`src/rtl/sc_progress_pkg.sv`:
```
// Shared definitions for the level-progress tracker: state encoding and default sizing.
package sc_progress_pkg;

    localparam int NESTS_DEFAULT      = 5;
    localparam int LIVES_INIT_DEFAULT = 3;
    localparam int LIVES_MAX_DEFAULT  = 7;
    localparam int HOLDOFF_DEFAULT    = 4;
    localparam int LIVES_W            = 3;

    localparam logic [1:0] ST_PLAY       = 2'd0;
    localparam logic [1:0] ST_RESPAWN    = 2'd1;
    localparam logic [1:0] ST_LEVEL_DONE = 2'd2;
    localparam logic [1:0] ST_GAME_OVER  = 2'd3;

    typedef enum logic [1:0] {
        PLAY       = ST_PLAY,
        RESPAWN    = ST_RESPAWN,
        LEVEL_DONE = ST_LEVEL_DONE,
        GAME_OVER  = ST_GAME_OVER
    } state_e;

endpackage

```
`src/rtl/sc_progress_holdoff.sv`:
```
// RESPAWN hold-off counter: counts 0..HOLDOFF-1 after start, pulses done on the final count.
module sc_progress_holdoff
    import sc_progress_pkg::*;
#(
    parameter int HOLDOFF = HOLDOFF_DEFAULT
) (
    input  logic clk,
    input  logic rst,
    input  logic start,
    input  logic abort,
    output logic done
);

    localparam int CW = (HOLDOFF > 1) ? $clog2(HOLDOFF) : 1;
    localparam logic [CW-1:0] LAST = CW'(HOLDOFF - 1);

    logic          active_q, active_d;
    logic [CW-1:0] cnt_q, cnt_d;

    always_comb begin
        active_d = active_q;
        cnt_d    = cnt_q;
        if (abort) begin
            active_d = 1'b0;
            cnt_d    = '0;
        end else if (start) begin
            active_d = 1'b1;
            cnt_d    = '0;
        end else if (active_q) begin
            if (cnt_q == LAST) begin
                active_d = 1'b0;
                cnt_d    = '0;
            end else begin
                cnt_d = cnt_q + CW'(1);
            end
        end
    end

    always_ff @(posedge clk) begin
        if (rst) begin
            active_q <= 1'b0;
            cnt_q    <= '0;
        end else begin
            active_q <= active_d;
            cnt_q    <= cnt_d;
        end
    end

    assign done = active_q && (cnt_q == LAST);

endmodule

```
`src/rtl/sc_statemachine_progress.sv`:
```
// Level-progress tracker: nest occupancy, lives and active-low status strobes for the main FSM.
// Optional: SC_STATEMACHINE_PROGRESS_BONUS_LIFE_EN grants one life on level completion.
module sc_statemachine_progress
    import sc_progress_pkg::*;
#(
    parameter int NESTS      = NESTS_DEFAULT,
    parameter int LIVES_INIT = LIVES_INIT_DEFAULT,
    parameter int LIVES_MAX  = LIVES_MAX_DEFAULT,
    parameter int HOLDOFF    = HOLDOFF_DEFAULT
) (
    input  logic               SC_STATEMACHINE_PROGRESS_CLOCK_50,
    input  logic               SC_STATEMACHINE_PROGRESS_RESET_InHigh,
    input  logic               SC_STATEMACHINE_PROGRESS_load_InLow,
    input  logic               SC_STATEMACHINE_PROGRESS_changeLevel_InLow,
    input  logic [NESTS-1:0]   SC_STATEMACHINE_PROGRESS_nestHit_InBUS,
    input  logic               SC_STATEMACHINE_PROGRESS_collision_InLow,
    output logic               SC_STATEMACHINE_PROGRESS_nidosCompletos_OutLow,
    output logic               SC_STATEMACHINE_PROGRESS_PerdioVidas_OutLow,
    output logic               SC_STATEMACHINE_PROGRESS_respawn_OutLow,
    output logic [NESTS-1:0]   SC_STATEMACHINE_PROGRESS_nests_OutBUS,
    output logic [LIVES_W-1:0] SC_STATEMACHINE_PROGRESS_lives_OutBUS
);

    logic clk, rst, load_n, change_n, coll_n;
    logic [NESTS-1:0] nest_hit;

    assign clk      = SC_STATEMACHINE_PROGRESS_CLOCK_50;
    assign rst      = SC_STATEMACHINE_PROGRESS_RESET_InHigh;
    assign load_n   = SC_STATEMACHINE_PROGRESS_load_InLow;
    assign change_n = SC_STATEMACHINE_PROGRESS_changeLevel_InLow;
    assign coll_n   = SC_STATEMACHINE_PROGRESS_collision_InLow;
    assign nest_hit = SC_STATEMACHINE_PROGRESS_nestHit_InBUS;

    function automatic logic [NESTS-1:0] lowest_bit(input logic [NESTS-1:0] v);
        return v & (~v + NESTS'(1));
    endfunction

    state_e             state_q, state_d;
    logic [LIVES_W-1:0] lives_q, lives_d;
    logic [NESTS-1:0]   nests_q, nests_d;
    logic [NESTS-1:0]   hit;
    logic               hold_start, hold_done;

    assign hit = lowest_bit(nest_hit);

    always_comb begin
        state_d = state_q;
        lives_d = lives_q;
        nests_d = nests_q;
        if (!load_n) begin
            state_d = PLAY;
            lives_d = LIVES_W'(LIVES_INIT);
            nests_d = '0;
        end else begin
            if (!change_n) begin
                nests_d = '0;
            end
            // The hold-off keeps running through a level change so RESPAWN can never stall.
            unique case (state_q)
                PLAY: begin
                    if (change_n) begin
                        if (!coll_n || ((hit & nests_q) != '0)) begin
                            if (lives_q <= LIVES_W'(1)) begin
                                lives_d = '0;
                                state_d = GAME_OVER;
                            end else begin
                                lives_d = lives_q - LIVES_W'(1);
                                state_d = RESPAWN;
                            end
                        end else if (hit != '0) begin
                            nests_d = nests_q | hit;
                            if ((nests_q | hit) == {NESTS{1'b1}}) begin
                                state_d = LEVEL_DONE;
`ifdef SC_STATEMACHINE_PROGRESS_BONUS_LIFE_EN
                                if (lives_q < LIVES_W'(LIVES_MAX)) begin
                                    lives_d = lives_q + LIVES_W'(1);
                                end
`endif
                            end else begin
                                state_d = RESPAWN;
                            end
                        end
                    end
                end
                RESPAWN: begin
                    if (hold_done) begin
                        state_d = PLAY;
                    end
                end
                LEVEL_DONE: begin
                    if (!change_n) begin
                        state_d = PLAY;
                    end
                end
                GAME_OVER: begin
                    state_d = GAME_OVER;
                end
            endcase
        end
    end

    assign hold_start = (state_d == RESPAWN) && (state_q != RESPAWN);

    sc_progress_holdoff #(
        .HOLDOFF(HOLDOFF)
    ) u_holdoff (
        .clk  (clk),
        .rst  (rst),
        .start(hold_start),
        .abort(!load_n),
        .done (hold_done)
    );

    always_ff @(posedge clk) begin
        if (rst) begin
            state_q <= PLAY;
            lives_q <= LIVES_W'(LIVES_INIT);
            nests_q <= '0;
        end else begin
            state_q <= state_d;
            lives_q <= lives_d;
            nests_q <= nests_d;
        end
    end

    assign SC_STATEMACHINE_PROGRESS_nidosCompletos_OutLow = (state_q != LEVEL_DONE);
    assign SC_STATEMACHINE_PROGRESS_PerdioVidas_OutLow    = (state_q != GAME_OVER);
    assign SC_STATEMACHINE_PROGRESS_respawn_OutLow        = (state_q != RESPAWN);
    assign SC_STATEMACHINE_PROGRESS_nests_OutBUS          = nests_q;
    assign SC_STATEMACHINE_PROGRESS_lives_OutBUS          = lives_q;

endmodule

```
`config.mk`:
```
export PLATFORM = sky130hd
export DESIGN_NAME = sc_statemachine_progress
export DESIGN_NICKNAME = d
export VERILOG_FILES = /design/src/rtl/sc_progress_pkg.sv /design/src/rtl/sc_progress_holdoff.sv /design/src/rtl/sc_statemachine_progress.sv
export SDC_FILE = /design/constraint.sdc
export NUM_CORES = 1
export LEC_CHECK = 0
export CORE_ASPECT_RATIO = 1.1
export CORE_UTILIZATION = 49
export CTS_CLUSTER_SIZE = 25
export DETAILED_ROUTE_END_ITERATION = 8
export GPL_ROUTABILITY_DRIVEN = 0
export PLACE_DENSITY_LB_ADDON = 0.2
export SLEW_MARGIN = 20
export SYNTH_ARGS = -nofsm -noshare
export SYNTH_HDL_FRONTEND = slang
export SYNTH_HIERARCHICAL = 1
export SYNTH_SLANG_ARGS = --single-unit
```
`constraint.sdc`:
```
create_clock -name SC_STATEMACHINE_PROGRESS_CLOCK_50 -period 6.4 [get_ports SC_STATEMACHINE_PROGRESS_CLOCK_50]
set_input_delay 1.28 -clock SC_STATEMACHINE_PROGRESS_CLOCK_50 [delete_from_list [all_inputs] [get_ports SC_STATEMACHINE_PROGRESS_CLOCK_50]]
set_output_delay 1.28 -clock SC_STATEMACHINE_PROGRESS_CLOCK_50 [all_outputs]
set_load 0.005 [all_outputs]
```
==> results.py, run 1 <==
metrics = {
    "timing": {
        "period_share_pct": 53.03,
        "hold_viol_final": 0,
        "min_period_ns": 3.394,
        "worst_pin_slew_ns": 0.6955,
        "fin_ws_ns": 3.006,
        "max_freq_mhz": 294.6,
        "final_max_slew_viol_count": 0,
        "setup-tns-final_ns": 0,
        "final-setup-viol-count": 0,
        "fin_worst_skew_ns": 0.0008776,
        "rsz0062_at_grt": "false",
        "slew_headroom_pct": 53.46,
    },
    "worst_setup_path": {
        "endpoint_kind": "flop",
        "cpPeakStageDelay_ns": 0.56,
        "worstPathArrival_ns": 3.61,
        "regToRegEndpoint": "u_holdoff/cnt_q[0]",
        "crit_family": "simple AND/OR/NAND/NOR gates",
        "cp_max_fo": 10,
        "cp_slowest_cell": "clkdlybuf4s50_1",
        "worstRegToRegCells": 7,
        "path_cells": "clkdlybuf4s50_1 > nor4_4 > nand3_2 > and3_1 > o311ai_0 > nor2_1 > or3_1 > a21oi_2",
        "start_kind": "primary input",
        "crit_type": "primary input to flop",
        "crit_buf_inv": 1,
        "ff2ff_setup_slack_ns": 4.48,
        "r2r_start": "SC_STATEMACHINE_PROGRESS_nests_OutBUS[3]",
        "required_ns": 6.62,
    },
    "global_routing": {
        "grt_max_degree": 12,
        "grt_util_all_layers_pct": 24.65,
        "antenna_found_initial": 0,
        "gr-total-overflow": 0,
        "grt_pass1_wl_um": 3015,
        "grt_pass1_vias": 748,
    },
    "clock_network": {
        "clock_latency_ns": 0.28,
        "cts_buffers": 3,
        "cts_sinks": 13,
        "holdBufCountCts": 0,
        "clk_pin_slew_ns": 0.08,
        "cts_tree": "yes",
        "root_buffer": "clkbuf_4",
        "post-cts-setup-buffers": 0,
        "post_cts_resized": 0,
        "h-tree-depth": 1,
        "clk_path_buf_depth": 2,
    },
    "pwr": {
        "powerDensity_nw_per_um2": 158.9,
        "cellLeakagePower_nw": 0.3627,
        "peakVddDrop_uv": 133.1,
    },
    "floorplan": {
        "die_x_um": 40.15,
        "rows": 14,
        "core_sq_um": 1436,
        "dieHeight_um": 43.97,
        "dieArea_sq_um": 1765,
        "initial_core_util_pct": 54.62,
        "ios": 21,
    },
    "layout": {
        "drive_above_1_share_pct": 6.838,
        "register_area_sq_um": 260.3,
        "mostFrequentLayoutCells": "20 x clkdlybuf4s50_1, 13 x dfxtp_1, 13 x nor2_1",
        "final.fill_count": 122,
        "multi_input_area_sq_um": 486.7,
        "areaGrowthSynthToFinish_pct": 29.03,
        "mostFrequentLayoutCell": "clkdlybuf4s50_1",
        "layout.nets": 130,
        "antenna_cells": 0,
    },
    "logic_synthesis": {
        "syn_nets": 108,
        "synth_area_sq_um": 784.5,
        "ys_seq_elements": 13,
        "ys_seq_area_share_pct": 33.17,
        "ys_async_sr_fraction_pct": 0,
        "ys_types": 40,
        "ys_warn_count": 6,
        "netlist_instances": 96,
        "synth_area_per_cell_sq_um": 8.172,
        "synth_enable_flop_cells": 0,
        "yosys_most_used_dff": "dfxtp_1",
    },
    "place": {
        "pre_cts_slack_ns": 2.708,
        "numPortBuffers": 20,
        "hpwl_um": 1377,
    },
    "drt": {
        "drc_errors": 0,
        "totalWireLength_um": 1848,
        "vias": 799,
        "via_per_inst": 6.008,
        "drt_iter0_drc": 11,
        "drt-pass1-iter-count": 4,
        "postRouteAntennaNets": 0,
        "routedWlPerCell_um": 13.89,
    },
    "min_path": {
        "min_path_cells": 2,
        "hold_path.class": "flop to flop",
        "hp-start": "SC_STATEMACHINE_PROGRESS_nests_OutBUS[2]",
        "hold_path_end": "SC_STATEMACHINE_PROGRESS_nests_OutBUS[2]",
    },
    "flow_run": {
        "drv_cap": 0,
    },
    "outcome": {
        "outcome": "finished clean",
    },
}
through the flow:
stage	hold WS [ns]	instances	power [mW]	cell area [sq um]	utilization, %
after floorplan	0.4646	96	0.09900	784.5	-
after global placement	0.4910	129	0.1110	985.9	68.64
after detailed placement	0.4937	129	0.1117	985.9	68.64
after CTS	0.5042	133	0.1612	1012	70.47
after global routing	0.5400	133	0.1679	1012	70.47
final	0.5084	133	0.1608	1012	70.47
tightest hold or removal path: cells and delay by family (launching register included):
kind / cells / cell delay, ns
compound gates: 1 / 0.05
simple gates: 1 / 0.07
flops: 1 / 0.35
cell usage after synthesis (2+ instances only):
master    number  share of area, %
nor2_1        13               6.2
a31oi_1        3               2.4
o21ai_0        4               2.6
inv_1          5               2.4
a32oi_1        3               3.3
nand2b_1       6               4.8
a21oi_1        4               2.6
ha_1           2               3.2
nand3_1        6               3.8
nand2_1        5               2.4
and2_1         2               1.6
dfxtp_1       13                33
nand4_1        3               2.4
registers in the layout, indices dropped and copies added, names as in the netlist:
name                                   count
u_holdoff/active_q                         1
state_q                                    2
SC_STATEMACHINE_PROGRESS_nests_OutBUS      5
SC_STATEMACHINE_PROGRESS_lives_OutBUS      3
u_holdoff/cnt_q                            2
cell type report:
| cell class | instances | area share (%) |
|---|---|---|
| multi-input cells | 75 | 48.08 |
| clock buffers | 4 | 2.596 |
| repair buffers | 20 | 19.78 |
| inverters | 5 | 1.854 |
| well taps | 16 | 1.978 |
| flip-flops and latches | 13 | 25.71 |
per-layer routing:
layer  vias to the layer above  GRT usage [%]  wire length (um)
li1                        401              -                 -
met1                       375          29.11               829
met2                        18          41.29               904
met3                         5          5.128                80
met4                         0          10.34                34
met5                         -              0                 0
power by group:
part           internal [mW]  switching (mW)  leakage (nW)
Sequential            0.0823         0.00166         0.105
Combinational         0.0123          0.0137         0.242
Clock                 0.0242          0.0266        0.0150
Total                  0.119          0.0419         0.363
cells by family (layout without fill, tap and decap cells):
family / Yosys count / in the layout / synth area share, %
adders and majority gates: 2 / 2 / 3.189
and+or+nand+nor: 47 / 47 / 34.61
muxes: 2 / 2 / 2.711
buffers and inverters: 8 / 29 / 4.784
AOI/OAI and AO/OA: 24 / 24 / 21.53
DFF: 13 / 13 / 33.17
worst max-delay path by stage:
| stage | endpoint | slack, ns | from | depth (start not counted) |
|---|---|---|---|---|
| 2_1_floorplan | u_holdoff/cnt_q[0] | 3.46 | SC_STATEMACHINE_PROGRESS_nestHit_InBUS[1] | 8 |
| 3_3_place_gp | u_holdoff/cnt_q[0] | 2.79 | SC_STATEMACHINE_PROGRESS_nestHit_InBUS[0] | 8 |
| 3_5_place_dp | u_holdoff/cnt_q[1] | 2.71 | SC_STATEMACHINE_PROGRESS_nestHit_InBUS[0] | 8 |
| 4_1_cts | u_holdoff/cnt_q[1] | 3.00 | SC_STATEMACHINE_PROGRESS_nestHit_InBUS[0] | 8 |
| 5_1_grt | u_holdoff/cnt_q[1] | 2.74 | SC_STATEMACHINE_PROGRESS_nestHit_InBUS[0] | 8 |
| 6_report | u_holdoff/cnt_q[0] | 3.01 | SC_STATEMACHINE_PROGRESS_nestHit_InBUS[0] | 8 |
Power figures use the tool's default switching activity.
==> inputs of run 2 (changes only) <==
--- a/config.mk
+++ b/config.mk
@@ -6,7 +6,7 @@
 export NUM_CORES = 1
 export LEC_CHECK = 0
 export CORE_ASPECT_RATIO = 1.1
-export CORE_UTILIZATION = 49
+export CORE_UTILIZATION = 42
 export CTS_CLUSTER_SIZE = 25
 export DETAILED_ROUTE_END_ITERATION = 8
 export GPL_ROUTABILITY_DRIVEN = 0
==> constraint.sdc (replaced) <==
create_clock -name SC_STATEMACHINE_PROGRESS_CLOCK_50 -period 2.8 [get_ports SC_STATEMACHINE_PROGRESS_CLOCK_50]
set_input_delay 0.56 -clock SC_STATEMACHINE_PROGRESS_CLOCK_50 [delete_from_list [all_inputs] [get_ports SC_STATEMACHINE_PROGRESS_CLOCK_50]]
set_output_delay 0.56 -clock SC_STATEMACHINE_PROGRESS_CLOCK_50 [all_outputs]
set_load 0.005 [all_outputs]
==> results.py, run 2 (synthesis gave the netlist of run 1 again) <==
metrics = {
    "pwr": {
        "powerDensity_nw_per_um2": 355.1,
        "peakVddDrop_uv": 228.9,
        "cellLeakagePower_nw": 0.3924,
    },
    "drt": {
        "totalWireLength_um": 1841,
        "vias": 809,
        "drc_errors": 0,
        "postRouteAntennaNets": 0,
        "drt-pass1-iter-count": 4,
        "drt_iter0_drc": 13,
        "via_per_inst": 5.738,
        "routedWlPerCell_um": 13.06,
    },
    "global_routing": {
        "grt_pass1_wl_um": 2953,
        "grt_util_all_layers_pct": 19.27,
        "gr-total-overflow": 0,
        "grt_pass1_vias": 733,
        "grt_max_degree": 10,
        "antenna_found_initial": 0,
    },
    "layout": {
        "largest_reg_flops": 5,
        "antenna_cells": 0,
        "final.fill_count": 165,
        "mostFrequentLayoutCells": "20 x clkdlybuf4s50_1, 13 x dfxtp_1, 13 x nor2_1",
        "areaGrowthSynthToFinish_pct": 35.09,
        "mostFrequentLayoutCell": "clkdlybuf4s50_1",
        "layout.nets": 136,
        "drive_above_1_share_pct": 11.38,
        "utilization_pct": 60.16,
    },
    "timing": {
        "worst_pin_slew_ns": 0.3727,
        "min_period_ns": 2.469,
        "fin_worst_skew_ns": 0.001737,
        "hold_viol_final": 0,
        "max_freq_mhz": 405.0,
        "slew_headroom_pct": 74.80,
        "final_max_slew_viol_count": 0,
        "final-setup-viol-count": 0,
        "rsz0062_at_grt": "false",
        "period_share_pct": 88.18,
        "setup-tns-final_ns": 0,
    },
    "place": {
        "numPortBuffers": 20,
        "hpwl_um": 1406,
    },
    "worst_setup_path": {
        "path_cells": "clkdlybuf4s50_1 > and2b_2 > a221oi_1 > o2111ai_1 > a21oi_1 > nor2_1 > or3_1 > nor2_1",
        "required_ns": 3.02,
        "cpPeakStageDelay_ns": 0.58,
        "start_kind": "primary input",
        "crit_family": "simple AND/OR/NAND/NOR gates",
        "cp_max_fo": 5,
        "worstPathArrival_ns": 2.69,
        "critPathMostFrequentCell": "nor2_1",
        "ff2ff_setup_slack_ns": 0.98,
        "crit_type": "primary input to flop",
        "cp_slowest_cell": "clkdlybuf4s50_1",
        "endpoint_kind": "flop",
        "crit_buf_inv": 1,
    },
    "floorplan": {
        "die_x_um": 43.21,
        "core_sq_um": 1762,
        "dieHeight_um": 47.33,
        "ios": 21,
        "initial_core_util_pct": 44.53,
        "rows": 16,
        "dieArea_sq_um": 2045,
    },
    "clock_network": {
        "clk_path_buf_depth": 2,
        "root_buffer": "clkbuf_4",
        "post-cts-setup-buffers": 0,
        "holdBufCountCts": 0,
        "h-tree-depth": 1,
        "cts_buffers": 3,
        "cts_sinks": 13,
        "post_cts_resized": 0,
        "clock_latency_ns": 0.28,
        "cts_tree": "yes",
        "clk_pin_slew_ns": 0.07,
    },
    "min_path": {
        "hold_path.class": "flop to flop",
    },
    "outcome": {
        "outcome": "finished clean",
    },
    "flow_run": {
        "drv_cap": 0,
    },
}
==> run 2: cell types whose count changed in the layout (fill, tap and decap cells not counted) <==
cell   before  now
buf_4       0    6
==> run 2: final timing paths <==
path	from	to	cells after the start
min	SC_STATEMACHINE_PROGRESS_nests_OutBUS[2]	SC_STATEMACHINE_PROGRESS_nests_OutBUS[2]	2
max reg2reg	SC_STATEMACHINE_PROGRESS_nests_OutBUS[2]	u_holdoff/cnt_q[1]	7
min reg2reg	SC_STATEMACHINE_PROGRESS_nests_OutBUS[2]	SC_STATEMACHINE_PROGRESS_nests_OutBUS[2]	2
max	SC_STATEMACHINE_PROGRESS_nestHit_InBUS[0]	u_holdoff/cnt_q[1]	8
==> run 2: final cells by class <==
type                    count  area, sq um  share of cell area (%)
inverters                   5        18.77                   1.771
clock buffers               4        26.28                   2.479
repair buffers             26        245.2                   23.14
multi-input cells          75        486.7                   45.93
well taps                  18        22.52                   2.125
flip-flops and latches     13        260.3                   24.56
==> run 2: routing by layer <==
| layer | vias up | routed length (um) | GRT usage (%) |
|---|---|---|---|
| met4 | 0 | 21 | 6.061 |
| met3 | 4 | 79 | 5.769 |
| met5 | - | 0 | 0 |
| li1 | 413 | - | - |
| met1 | 376 | 831 | 21.61 |
| met2 | 16 | 909 | 35.52 |
==> run 2: stage by stage <==
step | cell area (sq um) | setup WS [ns] | hold slack (ns) | cells | power, mW
4_1_cts | 1060 | 0.3359 | 0.5097 | 141 | 0.3794
3_3_place_gp | 1033 | 0.1155 | 0.4836 | 137 | 0.2624
5_1_grt | 1060 | 0.09896 | 0.5474 | 141 | 0.3923
6_report | 1060 | 0.3311 | 0.5094 | 141 | 0.3763
3_5_place_dp | 1033 | 0.04803 | 0.4986 | 137 | 0.2631
2_1_floorplan | 784.5 | 0.5792 | 0.4646 | 96 | 0.2263
==> run 2: report_power, final <==
part	switching (mW)	internal [mW]
Combinational	0.0331	0.0347
Sequential	0.00378	0.188
Clock	0.0612	0.0554
==> run 2: worst reg2reg max path: stages, from the launching register on <==
cell and delay (ns):
dfxtp_1 0.39, and2_1 0.14, o21ai_0 0.14, and3_1 0.20
o311ai_0 0.32, nor2_1 0.10, or3_1 0.35, nor2_1 0.12
==> inputs of run 3 (changes only) <==
--- a/config.mk
+++ b/config.mk
@@ -5,6 +5,7 @@
 export SDC_FILE = /design/constraint.sdc
 export NUM_CORES = 1
 export LEC_CHECK = 0
+export CAP_MARGIN = 20
 export CORE_ASPECT_RATIO = 1.1
 export CORE_UTILIZATION = 42
 export CTS_CLUSTER_SIZE = 25
==> results of run 3 <==
No change in the layout: final DEF, timing and power equal those of run 2.
